File: src/rtl/alu_select_pipe.sv
// alu_select_pipe
//   Two-stage valid/ready ALU pipeline. Stage 1 captures the request
//   (op, a, b). Stage 2 evaluates the selected operation and holds the result
//   and its flags until the consumer takes them.
//
// Ports
//   clk          single clock, rising edge
//   rst_n        asynchronous active-low reset
//   in_valid_i   request valid
//   in_ready_o   stage 1 can accept a request (combinational)
//   op_i         4-bit operation select
//   a_i, b_i     operands, WIDTH bits
//   out_valid_o  result valid
//   out_ready_i  consumer accepts the result
//   x_o          result, WIDTH bits
//   flags_o      {N, Z, C, V} describing x_o
//   err_o        sticky: a reserved op reached stage 2
//   op_count_o   number of results consumed, wraps at 2^CNT_W
module alu_select_pipe #(
  parameter int WIDTH = 8,
  parameter int CNT_W = 16
) (
  input  logic             clk,
  input  logic             rst_n,
  input  logic             in_valid_i,
  output logic             in_ready_o,
  input  logic [3:0]       op_i,
  input  logic [WIDTH-1:0] a_i,
  input  logic [WIDTH-1:0] b_i,
  output logic             out_valid_o,
  input  logic             out_ready_i,
  output logic [WIDTH-1:0] x_o,
  output logic [3:0]       flags_o,
  output logic             err_o,
  output logic [CNT_W-1:0] op_count_o
);

  localparam logic [WIDTH:0] ONE_EXT = {{WIDTH{1'b0}}, 1'b1};

  logic             s1_valid_q, s1_valid_d;
  logic [3:0]       s1_op_q, s1_op_d;
  logic [WIDTH-1:0] s1_a_q, s1_a_d;
  logic [WIDTH-1:0] s1_b_q, s1_b_d;
  logic             s2_valid_q, s2_valid_d;
  logic [WIDTH-1:0] x_q, x_d;
  logic [3:0]       flags_q, flags_d;
  logic             err_q, err_d;
  logic [CNT_W-1:0] op_count_q, op_count_d;

  logic             s2_load;
  logic             req_xfer;
  logic             res_xfer;
  logic [WIDTH-1:0] alu_x;
  logic             alu_c;
  logic             alu_v;
  logic [WIDTH:0]   sum_ext;

  // Stage 2 refills whenever it is empty or its result leaves this cycle,
  // which lets stage 1 accept a new request in that same cycle.
  assign s2_load    = s1_valid_q && (!s2_valid_q || out_ready_i);
  assign in_ready_o = !s1_valid_q || s2_load;
  assign req_xfer   = in_valid_i && in_ready_o;
  assign res_xfer   = s2_valid_q && out_ready_i;

  // Operation evaluation on the stage 1 registers. Subtraction and negation
  // are done as a + ~b + 1 in WIDTH+1 bits so the top bit is the carry-out.
  always_comb begin
    alu_x   = '0;
    alu_c   = 1'b0;
    alu_v   = 1'b0;
    sum_ext = '0;
    case (s1_op_q)
      4'h0: alu_x = s1_a_q;
      4'h1: alu_x = s1_b_q;
      4'h2: begin
        sum_ext = {1'b0, ~s1_a_q} + ONE_EXT;
        alu_x   = sum_ext[WIDTH-1:0];
        alu_c   = sum_ext[WIDTH];
        // 0 - a overflows only when a is the most negative value
        alu_v   = s1_a_q[WIDTH-1] & alu_x[WIDTH-1];
      end
      4'h3: begin
        sum_ext = {1'b0, ~s1_b_q} + ONE_EXT;
        alu_x   = sum_ext[WIDTH-1:0];
        alu_c   = sum_ext[WIDTH];
        alu_v   = s1_b_q[WIDTH-1] & alu_x[WIDTH-1];
      end
      4'h4: begin
        alu_x = {s1_a_q[0], s1_a_q[WIDTH-1:1]};
        alu_c = s1_a_q[0];
      end
      4'h5: begin
        alu_x = {s1_b_q[0], s1_b_q[WIDTH-1:1]};
        alu_c = s1_b_q[0];
      end
      4'h6: alu_x = {{(WIDTH-1){1'b0}}, ($signed(s1_a_q) < $signed(s1_b_q))};
      4'h7: alu_x = s1_a_q & s1_b_q;
      4'h8: alu_x = ~s1_a_q;
      4'h9: alu_x = ~s1_b_q;
      4'hA: begin
        sum_ext = {1'b0, s1_a_q} + {1'b0, ~s1_b_q} + ONE_EXT;
        alu_x   = sum_ext[WIDTH-1:0];
        alu_c   = sum_ext[WIDTH];
        alu_v   = (s1_a_q[WIDTH-1] ^ s1_b_q[WIDTH-1]) & (alu_x[WIDTH-1] ^ s1_a_q[WIDTH-1]);
      end
      4'hB: begin
        sum_ext = {1'b0, s1_a_q} + {1'b0, s1_b_q};
        alu_x   = sum_ext[WIDTH-1:0];
        alu_c   = sum_ext[WIDTH];
        alu_v   = ~(s1_a_q[WIDTH-1] ^ s1_b_q[WIDTH-1]) & (alu_x[WIDTH-1] ^ s1_a_q[WIDTH-1]);
      end
      // Reserved ops fall through to x=0 with no carry/overflow, so the
      // common flag logic below yields Z=1 and nothing else.
      default: begin
        alu_x = '0;
        alu_c = 1'b0;
        alu_v = 1'b0;
      end
    endcase
  end

  // Next-state for both pipeline stages, the sticky error and the counter.
  always_comb begin
    s1_valid_d = s1_valid_q;
    s1_op_d    = s1_op_q;
    s1_a_d     = s1_a_q;
    s1_b_d     = s1_b_q;
    s2_valid_d = s2_valid_q;
    x_d        = x_q;
    flags_d    = flags_q;
    err_d      = err_q;
    op_count_d = op_count_q;

    if (req_xfer) begin
      s1_valid_d = 1'b1;
      s1_op_d    = op_i;
      s1_a_d     = a_i;
      s1_b_d     = b_i;
    end else if (s2_load) begin
      s1_valid_d = 1'b0;
    end

    if (s2_load) begin
      s2_valid_d = 1'b1;
      x_d        = alu_x;
      flags_d    = {alu_x[WIDTH-1], (alu_x == '0), alu_c, alu_v};
      if (s1_op_q[3:2] == 2'b11) begin
        err_d = 1'b1;
      end
    end else if (res_xfer) begin
      s2_valid_d = 1'b0;
    end

    if (res_xfer) begin
      op_count_d = op_count_q + CNT_W'(1);
    end
  end

  // State registers; reset clears everything in flight immediately.
  always_ff @(posedge clk or negedge rst_n) begin
    if (!rst_n) begin
      s1_valid_q <= 1'b0;
      s1_op_q    <= '0;
      s1_a_q     <= '0;
      s1_b_q     <= '0;
      s2_valid_q <= 1'b0;
      x_q        <= '0;
      flags_q    <= '0;
      err_q      <= 1'b0;
      op_count_q <= '0;
    end else begin
      s1_valid_q <= s1_valid_d;
      s1_op_q    <= s1_op_d;
      s1_a_q     <= s1_a_d;
      s1_b_q     <= s1_b_d;
      s2_valid_q <= s2_valid_d;
      x_q        <= x_d;
      flags_q    <= flags_d;
      err_q      <= err_d;
      op_count_q <= op_count_d;
    end
  end

  assign out_valid_o = s2_valid_q;
  assign x_o         = x_q;
  assign flags_o     = flags_q;
  assign err_o       = err_q;
  assign op_count_o  = op_count_q;

endmodule

File: config.mk
export PLATFORM = sky130hd
export DESIGN_NAME = alu_select_pipe
export DESIGN_NICKNAME = d
export VERILOG_FILES = /design/src/rtl/alu_select_pipe.sv
export SDC_FILE = /design/constraint.sdc
export NUM_CORES = 1
export LEC_CHECK = 0
export ABC_AREA = 1
export ABC_CLOCK_PERIOD_IN_PS = 4010
export BUFFER_PORTS_ARGS = -buffer_cell sky130_fd_sc_hd__buf_2
export CAP_MARGIN = 5
export CORE_MARGIN = 3
export CORE_UTILIZATION = 30
export DETAILED_ROUTE_END_ITERATION = 8
export PLACE_DENSITY = 0.49
export SETUP_SLACK_MARGIN = 0.3
export SLEW_MARGIN = 15
export SYNTH_ARGS = -nofsm -noshare
export SYNTH_HDL_FRONTEND = slang
export SYNTH_SLANG_ARGS = --single-unit
File: constraint.sdc
create_clock -name clk -period 4.01 [get_ports clk]
set_input_delay 0.2005 -clock clk [delete_from_list [all_inputs] [get_ports clk]]
set_output_delay 0.2005 -clock clk [all_outputs]
set_load 0.01 [all_outputs]
==> run metrics <==
ANT nets after route=0; final setup fails=0; postcts setup bufs=0; largest net degree at the start of global routing=51; worst hold path class=primary input to async pin; most frequent CP cell=nand2_1; die width=118.1 um; Final Total Pwr=2.048 mW; first-pass GRT wire length=18.51 mm; number of global-route vias before repair=3,608; RSZ-0062 raised after global routing=no; Clk pwr share=24.9%; DPL Wire Length=8.785 mm; ratio of cells with drive above 1 in the final layout=13.67%; row count=40; crit path max fanout=8; syn nets=614; Final Slew Violations=0; worst vdd ir=0.2064 mV; H-tree depth=2; # port buffers=54; Psw=0.8578 mW; Seq/Total Area, Yosys=33.21%; post-CTS sizing=0; combinational share of power=39.1%; Starting Density=30.98%; clk root buf=clkbuf_16; sw frac=41.88%; via/cell ratio=4.659; post-synth design cell area=0.003767 mm^2; Max clock buf depth=2; Die H=118.1 um; wire per inst=14.04 um; total leakage power=2.378 nW; Max Cap Viol=0; clock slew seen by the registers of the worst setup and hold paths=70 ps; # DRC=0; setup TNS=0 ps; clock skew=8.589 ps; Synth cell types=35; CP peak stage delay=550 ps; CP Capture Type=register; Post-Layout Cell Count=790; DR iter-0 viols=271; GP Congestion=0.9092; synthesized instance count=567; slew margin rel.=36.50%; CP required=4240 ps; initial antenna violation count=0; Inst Count DP=782; Area contributors post-synth=dfrtp_1 (33%), nand2_1 (18%), nor2_1 (9.2%); outcome=completed; Synth Warn #=0; Pint=1.190 mW; Core Region=0.01216 mm^2; Critical Path Source Type=register; final hold violations=0; final worst path period need=2319 ps; CTS buffer count=5; DR pass1 iterations=5; Max Clk Rate=431.3 MHz; CP Cell Sequence=inv_1 > fa_1 > inv_1 > nand3_1 > nand2_1 > nand3_1 > nand2_1 > nand2_1 > a21oi_1 > nand4_1 > o21ai_1; gr ovfl total=0; synth-to-layout area growth=16.81%; share of the synthesized area in the top cell type=33.21%; clk_lat worst skew=300 ps; Top Ports=55; Tot GR Track Use=16.27%; Final #Nets=668; power per cell area=465.4 mW/mm^2; CTS hold repair buffers=0; CTS sink cnt=50; sequential share of power=36.0%; Yosys top cell by area=dfrtp_1; CTS tree=done; critical path type=register to register; Post-Syn Area per Cell=6.644 um^2; Crit-path slowest cell=dfrtp_1; drt total wl=11.09 mm; routed vias=3,681; Die Area=0.01394 mm^2; part of the cycle the worst path needs=57.83%; Critical Path AT=2550 ps; Synth Register Bits=50; # diodes=0; Slew @ Worst Pin=950.3 ps
## registers in the layout, indices dropped and copies added (netlist names)
signal,count
s1_valid_q,1
x_o,8
s1_b_q,8
s1_a_q,8
op_count_o,16
err_o,1
out_valid_o,1
s1_op_q,4
flags_o,3
## worst max-delay path, delay by kind of cell, from the launching register on
| family | cells | cell delay [ps] |
|---|---|---|
| simple gates | 6 | 570 |
| fa+ha+maj | 1 | 490 |
| compound gates | 2 | 360 |
| flops | 1 | 550 |
| buf+inv | 2 | 280 |
## power by group through the flow
stage                     Clock [mW]  Combinational, mW  Sequential [mW]
after floorplan                    0              0.519            0.753
after global placement             0              0.802            0.746
after detailed placement           0              0.802            0.746
after CTS                      0.523              0.807            0.738
after global routing           0.540              0.919            0.758
final                          0.510              0.800            0.737
## stage by stage
| stage | hold WS (ps) | utilization [%] | worst slack, ps | cell area, um^2 |
|---|---|---|---|---|
| final | 4.425 | 36.18 | 1691 | 4400 |
| after detailed placement | 374.9 | 34.75 | 1690 | 4227 |
| after global placement | 369.5 | 34.75 | 1678 | 4227 |
| after floorplan | -95.09 | - | 2084 | 3767 |
| after CTS | 55.45 | 36.18 | 1678 | 4400 |
| after global routing | 79.51 | 36.18 | 1446 | 4400 |
## synth_stat cells (all sizes together)
cell    instances
a21o            1
a21oi          31
a22o            1
a31o            1
a31oi           1
and2            1
buf             7
clkbuf          3
clkinv          1
dfrtp          50
fa              2
ha             21
inv            60
mux2i           1
nand2         183
nand3          57
nand4           8
nor2           99
nor3            6
o21ai          15
or2             2
xnor2           8
xor2            8
## area by class of cell
class	count	area, um^2
timing repair buffer	57	292.8
inverter	61	230.2
clock inverter	3	48.80
tap	168	210.2
sequential	50	1251
multi-input combinational	446	2242
fill	1320	7761
clock buffer	5	125.1
## routing by layer
metal  track usage [%]  routed length, um
met2             25.94               4936
met3             2.259                564
met1             23.32               5454
met5                 0                  0
met4             3.810                138
## cell families (layout without fill, tap and decap cells)
group	after synthesis	in the layout	synth area share, %
adder cells (fa/ha/maj)	23	23	8.037
AND/OR/NAND/NOR	356	356	40.45
flip-flops	50	50	33.21
multiplexers	1	1	0.2657
AO/OA/AOI/OAI	50	50	7.041
buffers and inverters	71	126	7.273
XOR/XNOR	16	16	3.720
## cells in the final DEF (no fill, tap or decap), types with 2 or more instances in the layout
cell type  count
nand3_2        2
nor2_1        92
nor3_1         5
ha_1          21
a21oi_1       30
inv_1         60
nor2_2         4
xnor2_1        8
buf_4          3
dfrtp_1       50
nand4_1        6
nor2_4         3
or2_2          2
nand3_1       55
xor2_1         8
nand2_2        2
o21ai_0       14
nand2_1      180
buf_2         54
clkbuf_16      5
fa_1           2
## final timing paths
check                      cells after the start                         end                  start  slack (ps)
min                                            2  op_count_o[14]$_DFFE_PN0P_                  rst_n           4
min in group clk                               3      s1_op_q[3]$_DFFE_PN0P_                op_i[3]         150
max reg2reg                                   11      flags_o[2]$_DFFE_PN0P_  s1_a_q[1]$_DFFE_PN0P_        1690
max in group asynchronous                      2       s1_a_q[1]$_DFFE_PN0P_                  rst_n        3540
max                                           11      flags_o[2]$_DFFE_PN0P_  s1_a_q[1]$_DFFE_PN0P_        1690
min reg2reg                                    2          x_o[5]$_DFFE_PN0P_     x_o[5]$_DFFE_PN0P_         480
(Power assumes the default switching activity.)
